`src/rtl/keypad_scanner.sv`:
```
// 4x4 matrix keypad scanner: walks a one-hot column drive and latches the
// active-low row sense of each column into a 16-bit pressed-key bitmap.
module keypad_scanner #(
    parameter int unsigned SCAN_DIV = 1
) (
    input  logic        clk,
    input  logic        reset,
    output logic [3:0]  column,
    input  logic [3:0]  row,
    output logic [15:0] value,
    output logic        any_pressed
);

    localparam logic [15:0] DIV_LAST = 16'(SCAN_DIV - 1);

    logic [15:0] div_count;

    // NOTE: all state is registered with non-blocking assignments so every
    // register samples the pre-edge values of the others.
    always_ff @(posedge clk or posedge reset) begin
        if (reset) begin
            column    <= 4'b1000;
            value     <= 16'h0000;
            div_count <= 16'd0;
        end else if (div_count == DIV_LAST) begin
            // Only the nibble of the column driven during this edge is refreshed.
            for (int c = 0; c < 4; c++) begin
                if (column[3-c]) begin
                    value[15-4*c -: 4] <= ~row;
                end
            end
            column    <= {column[0], column[3:1]};
            div_count <= 16'd0;
        end else begin
            div_count <= div_count + 16'd1;
        end
    end

    assign any_pressed = |value;

endmodule

```
`config.mk`:
```
export PLATFORM = sky130hd
export DESIGN_NAME = keypad_scanner
export DESIGN_NICKNAME = d
export VERILOG_FILES = /design/src/rtl/keypad_scanner.sv
export SDC_FILE = /design/constraint.sdc
export NUM_CORES = 1
export LEC_CHECK = 0
export CAP_MARGIN = 0
export CORE_UTILIZATION = 45
export CTS_BUF_LIST = sky130_fd_sc_hd__clkbuf_4 sky130_fd_sc_hd__clkbuf_8 sky130_fd_sc_hd__clkbuf_16
export CTS_CLUSTER_SIZE = 24
export DETAILED_ROUTE_END_ITERATION = 10
export GPL_ROUTABILITY_DRIVEN = 0
export PLACE_DENSITY = 0.68
export SYNTH_ARGS = -nofsm -noshare
export SYNTH_HDL_FRONTEND = slang
export SYNTH_SLANG_ARGS = --single-unit
```
`constraint.sdc`:
```
create_clock -name clk -period 4.1 [get_ports clk]
set_clock_uncertainty 0.05 [all_clocks]
set_input_delay 0.82 -clock clk [delete_from_list [all_inputs] [get_ports clk]]
set_output_delay 0.82 -clock clk [all_outputs]
set_load 0.005 [all_outputs]
```
==> out/results.txt, run 1 <==
status - finished clean
vias per std cell - 5.365
cts hold-fix bufs - 0
largest net degree at the start of global routing - 37
Core ar. - 3153 sq um
Max rail drop VDD - 168.9 uV
first-pass GRT wire length - 5016 um
Placed Cells incl. Taps - 200
initial antenna violation count - 0
FILL cells - 284
DRC Markers - 0
Routed WL - 3059 um
Final Hold Vio Count - 0
r2r setup slk - 1.63 ns
most frequent cells in the layout - dfrtp_1 (35), clkdlybuf4s50_1 (26), a21oi_1 (12), a31oi_1 (12)
most common cell after layout, fill and taps aside - dfrtp_1
TNS Setup - 0 ns
Crit path required time - 3.23 ns
Setup Fix Bufs, Post-CTS - 0
Root Buffer - clkbuf_4
Hold Path Class - flip-flop to flip-flop
Hold Path Depth - 1
Synth Area per Inst - 11.39 sq um
Yosys warnings - 0
CTS tree - built
First DRT Iteration DRCs - 82
Post-synth EDFFs - 0
DP Wirelength - 2139 um
CP Capture Type - output port
die height - 60.67 um
max-slew violation count - 0
Antenna Cells - 0
area of the multi-input gates - 559.3 sq um
starting density of the core - 49.13%
Die W - 60.67 um
Fmax - 388.1 MHz
fin worst setup slack - 1.523 ns
worst r2r dst - value[12]$_DFFE_PP0P_
Layout Utilization - 59.88%
Final #Nets - 171
register area share after synthesis - 58.24%
unrepaired setup endpoints after global routing - no
final period demand of the worst path - 2.577 ns
global route overflow - 0
Leakage - 0.8324 nW
Max H-tree Level - 2
Place WS - 1.632 ns
Finish-stage setup viols - 0
Routed Antenna Nets - 0
hold_sp - div_count[13]$_DFF_PP0_
Max transition margin - 29.44%
Max Cap Viol - 0
num ports - 27
CTS buffer count - 5
PD cells - 309.8 nW/um^2
Worst setup SP type - flip-flop
ys flop type - dfrtp_1
Clock Path Buffers - 2
area fraction of the dominant cell type after synthesis - 56.54%
layout cells sized above 1 - 9.146%
number of synthesized register bits - 36
asr flop ratio synth - 100.0%
cts repair resizes - 0
syn_nets - 144
Synth area leader - dfrtp_1
critical path class - flip-flop to output port
r2r startpoint - div_count[0]$_DFF_PP0_
routed wire length per instance - 14.71 um
FF-to-FF path depth - 6
Global Route Usage Sum - 19.21%
Critical Path AT - 1.71 ns
Worst-Margin Slew - 1.058 ns
final period utilization - 62.85%
CP max FO - 3
port bufs - 26
drt first pass iters - 4
Clk pin slew, worst setup/hold paths - 0.10 ns
Non-Filler Instances - 208
Storage cell area - 902.1 sq um
post-synthesis cell area - 1549 sq um
vias in the first global route - 1,019
die footprint - 3681 sq um
ranking of synthesized cells by area - dfrtp_1 (57%), xnor2_1 (5.1%), a31oi_1 (4.8%)
Synth Instances - 136
row cnt - 20
Sink Count - 36
library cells used by synthesis - 27
Layout area overhead - 21.89%
via count - 1,116
Clock Latency Late Sink - 0.33 ns
Worst Hold Endpoint - div_count[13]$_DFF_PP0_
-- sequential cells by signal, indices dropped and copies added, names as in the netlist --
| name | cells |
|---|---|
| value | 16 |
| column | 4 |
| div_count | 16 |
-- through the flow --
stage / power, mW / instance area, sq um / hold slack, ns
global placement: 0.3865 / 1822 / 0.4251
global route: 0.6120 / 1888 / 0.4682
floorplan: 0.3725 / 1549 / 0.3967
detailed placement: 0.3872 / 1822 / 0.4340
CTS: 0.5923 / 1888 / 0.4490
finish: 0.5849 / 1888 / 0.4469
-- cell usage after synthesis, types with 2 or more instances --
cell type,number
a21oi_1,12
a31oi_1,12
and3_1,4
buf_4,2
buf_6,2
clkbuf_1,2
dfrtp_1,35
ha_1,2
inv_1,10
mux2_2,2
mux2i_1,4
nand2_1,2
nand3_1,10
nand4_1,2
nor2_1,4
nor3_1,2
nor4_1,6
o21ai_0,2
xnor2_1,9
xor2_1,5
-- worst max-delay path, cell delays in order, from the launching register on --
cell and delay [ns]:
dfrtp_1 0.41, nor4_1 0.37, nand4_1 0.14, clkdlybuf4s50_1 0.46
-- worst max-delay path by stage --
stage	startpoint	end	slack [ns]	depth (start not counted)
2_1_floorplan	reset	column[0]$_DFFE_PP0N_	2.43	1
3_3_place_gp	div_count[0]$_DFF_PP0_	value[12]$_DFFE_PP0P_	1.78	6
3_5_place_dp	div_count[0]$_DFF_PP0_	value[12]$_DFFE_PP0P_	1.63	6
4_1_cts	value[11]$_DFFE_PP0P_	any_pressed	1.50	3
5_1_grt	div_count[0]$_DFF_PP0_	value[12]$_DFFE_PP0P_	1.34	6
6_report	value[11]$_DFFE_PP0P_	any_pressed	1.52	3
-- logic make-up after synthesis --
group | Yosys count | share of synthesized area (%)
compound gates | 26 | 9.370
xor+xnor | 14 | 7.916
fa+ha+maj | 2 | 1.615
buf+inv | 17 | 5.654
flops | 36 | 58.24
mux | 6 | 4.039
simple gates | 35 | 13.17
-- layer usage --
| metal | GRT usage (%) | wire length, um | part of all wire [%] | vias to the layer above |
|---|---|---|---|---|
| li1 | - | - | - | 535 |
| met2 | 27.32 | 1414 | 46 | 27 |
| met3 | 3.838 | 127 | 4.2 | 2 |
| met4 | 11.04 | 27 | 0.88 | 0 |
| met5 | 0 | 0 | 0 | - |
| met1 | 27.44 | 1488 | 49 | 552 |
-- layout make-up --
class	count	area share, %
clock buffer	8	3.512
inverter	10	1.988
multi-input combinational	83	29.62
sequential	36	47.78
tap	44	2.916
timing repair buffer	27	14.18
-- where the power goes --
group          internal (mW)  switching [mW]
sequential             0.357         0.00179
combinational        0.00931          0.0118
clock                 0.0979           0.107
total                  0.464           0.121
(Power assumes the default switching activity.)
==> run 2: changes to the inputs <==
--- a/config.mk
+++ b/config.mk
@@ -11,7 +11,7 @@
 export CTS_CLUSTER_SIZE = 24
 export DETAILED_ROUTE_END_ITERATION = 10
 export GPL_ROUTABILITY_DRIVEN = 0
-export PLACE_DENSITY = 0.68
+export PLACE_DENSITY = 0.7
 export SYNTH_ARGS = -nofsm -noshare
 export SYNTH_HDL_FRONTEND = slang
 export SYNTH_SLANG_ARGS = --single-unit
==> constraint.sdc (replaced) <==
create_clock -name clk -period 2.09 [get_ports clk]
set_clock_uncertainty 0.05 [all_clocks]
set_input_delay 0.418 -clock clk [delete_from_list [all_inputs] [get_ports clk]]
set_output_delay 0.418 -clock clk [all_outputs]
set_load 0.005 [all_outputs]
==> out/results.txt, run 2 (synthesis results as in run 1) <==
CTS tree - built
Crit path required time - 1.62 ns
DRC Markers - 0
vias in the first global route - 1,112
num ports - 27
layout cells sized above 1 - 13.53%
Antenna Cells - 0
first-pass GRT wire length - 5278 um
Max H-tree Level - 2
Max Cap Viol - 0
CP max FO - 11
largest registers - div_count x16, value x16, column x4
DP Wirelength - 2285 um
cell family with most CP delay - flip-flops
Final #Nets - 177
FILL cells - 284
Final Hold Vio Count - 0
Routed WL - 3290 um
Buf/Inv on CP - 1
critical path class - flip-flop to output port
Core ar. - 3153 sq um
routed wire length per instance - 15.37 um
die height - 60.67 um
DRT met1 WL - 1575 um
final period demand of the worst path - 1.970 ns
Sink Count - 36
global route overflow - 0
met3 WL - 114 um
drt first pass iters - 4
Clock Latency Late Sink - 0.32 ns
met2 WL - 1581 um
area of the multi-input gates - 571.8 sq um
Hold Path Class - input port to async pin
die footprint - 3681 sq um
Clock Path Buffers - 2
Non-Filler Instances - 214
Fmax - 507.5 MHz
TNS Setup - 0 ns
starting density of the core - 49.13%
critical-path cell list - clkdlybuf4s50_1
Placed Cells incl. Taps - 205
Storage cell area - 902.1 sq um
Worst setup SP type - flip-flop
Die W - 60.67 um
CP max stage delay - 0.60 ns
First DRT Iteration DRCs - 57
total power draw - 1.152 mW
Worst-Margin Slew - 0.5218 ns
Clk pin slew, worst setup/hold paths - 0.12 ns
initial antenna violation count - 0
Max transition margin - 64.94%
Routed Antenna Nets - 0
unrepaired setup endpoints after global routing - no
CTS buffer count - 5
CP max-delay cell - dfrtp_1
status - finished clean
Layout area overhead - 26.33%
most frequent cells in the layout - dfrtp_1 (35), clkdlybuf4s50_1 (25), a21oi_1 (12), a31oi_1 (12)
Leakage - 0.8644 nW
vias per std cell - 5.523
final period utilization - 94.28%
Layout Utilization - 62.06%
Root Buffer - clkbuf_4
CP Capture Type - output port
max-slew violation count - 0
Hold Slack - 0.4417 ns
Max rail drop VDD - 451.9 uV
Finish-stage setup viols - 0
row cnt - 20
port bufs - 26
via count - 1,182
Critical Path AT - 1.50 ns
largest net degree at the start of global routing - 37
most common cell after layout, fill and taps aside - dfrtp_1
Global Route Usage Sum - 19.78%
PD cells - 588.6 nW/um^2
top layer in use - met4
[run 2: changes by cell type in the layout (fill, tap and decap cells not counted), sizes merged]
cell           delta
dlygate4sd2       +1
clkdlybuf4s50     -1
buf               +6
[run 2: what timing repair did]
| item | CTS | global route |
|---|---|---|
| setup endpoints to repair | 1 | 0 |
| gates resized for setup | 3 | 0 |
| setup buffers | 1 | 0 |
| hold buffers | 0 | 0 |
[run 2: worst paths after layout]
path | from | end | slack, ns | cells past startpoint
worst max-delay path | column[0]$_DFFE_PP0N_ | column[0] | 0.12 | 1
worst min-delay path | reset | value[11]$_DFFE_PP0P_ | 0.44 | 3
worst max register to register | div_count[4]$_DFF_PP0_ | value[13]$_DFFE_PP0P_ | 0.27 | 4
worst min register to register | div_count[5]$_DFF_PP0_ | div_count[5]$_DFF_PP0_ | 0.46 | 1
max in group asynchronous | reset | column[3]$_DFFE_PP1N_ | 1.19 | 3
min in group clk | div_count[5]$_DFF_PP0_ | div_count[5]$_DFF_PP0_ | 0.46 | 1
[run 2: layout make-up]
| cell class | instances | share of cell area [%] |
|---|---|---|
| clock buffers | 8 | 3.389 |
| inverters | 10 | 1.918 |
| multi-input cells | 83 | 29.22 |
| flip-flops and latches | 36 | 46.10 |
| well taps | 44 | 2.813 |
| repair buffers | 33 | 16.56 |
[run 2: where the power goes]
part / switching [mW] / leakage, nW / internal [mW]
logic: 0.0239 / 0.397 / 0.0183
registers: 0.00383 / 0.427 / 0.700
clock network: 0.213 / 0.0394 / 0.192
[run 2: metal layers]
metal / vias up / global-route usage, %
met5: - / 0
met4: 0 / 3.896
met3: 2 / 4.478
met2: 30 / 31.08
met1: 606 / 28.41
li1: 544 / -
[run 2: metrics by stage]
| stage | worst slack (ns) | instance area [sq um] |
|---|---|---|
| global route | 0.07559 | 1957 |
| CTS | 0.1239 | 1957 |
| detailed placement | 0.2748 | 1872 |
| finish | 0.1195 | 1957 |
| global placement | 0.2538 | 1872 |
| floorplan | 0.5116 | 1549 |
[run 2: worst min-delay path, cell delays in order]
cell	delay, ns
clkdlybuf4s50_1	0.40
inv_1	0.05
buf_4	0.39
==> run 3: changes to the inputs <==
--- a/config.mk
+++ b/config.mk
@@ -8,7 +8,6 @@
 export CAP_MARGIN = 0
 export CORE_UTILIZATION = 45
 export CTS_BUF_LIST = sky130_fd_sc_hd__clkbuf_4 sky130_fd_sc_hd__clkbuf_8 sky130_fd_sc_hd__clkbuf_16
-export CTS_CLUSTER_SIZE = 24
 export DETAILED_ROUTE_END_ITERATION = 10
 export GPL_ROUTABILITY_DRIVEN = 0
 export PLACE_DENSITY = 0.7
==> results of run 3 <==
Same layout as run 2: the final DEF is identical, and so are final timing and power.
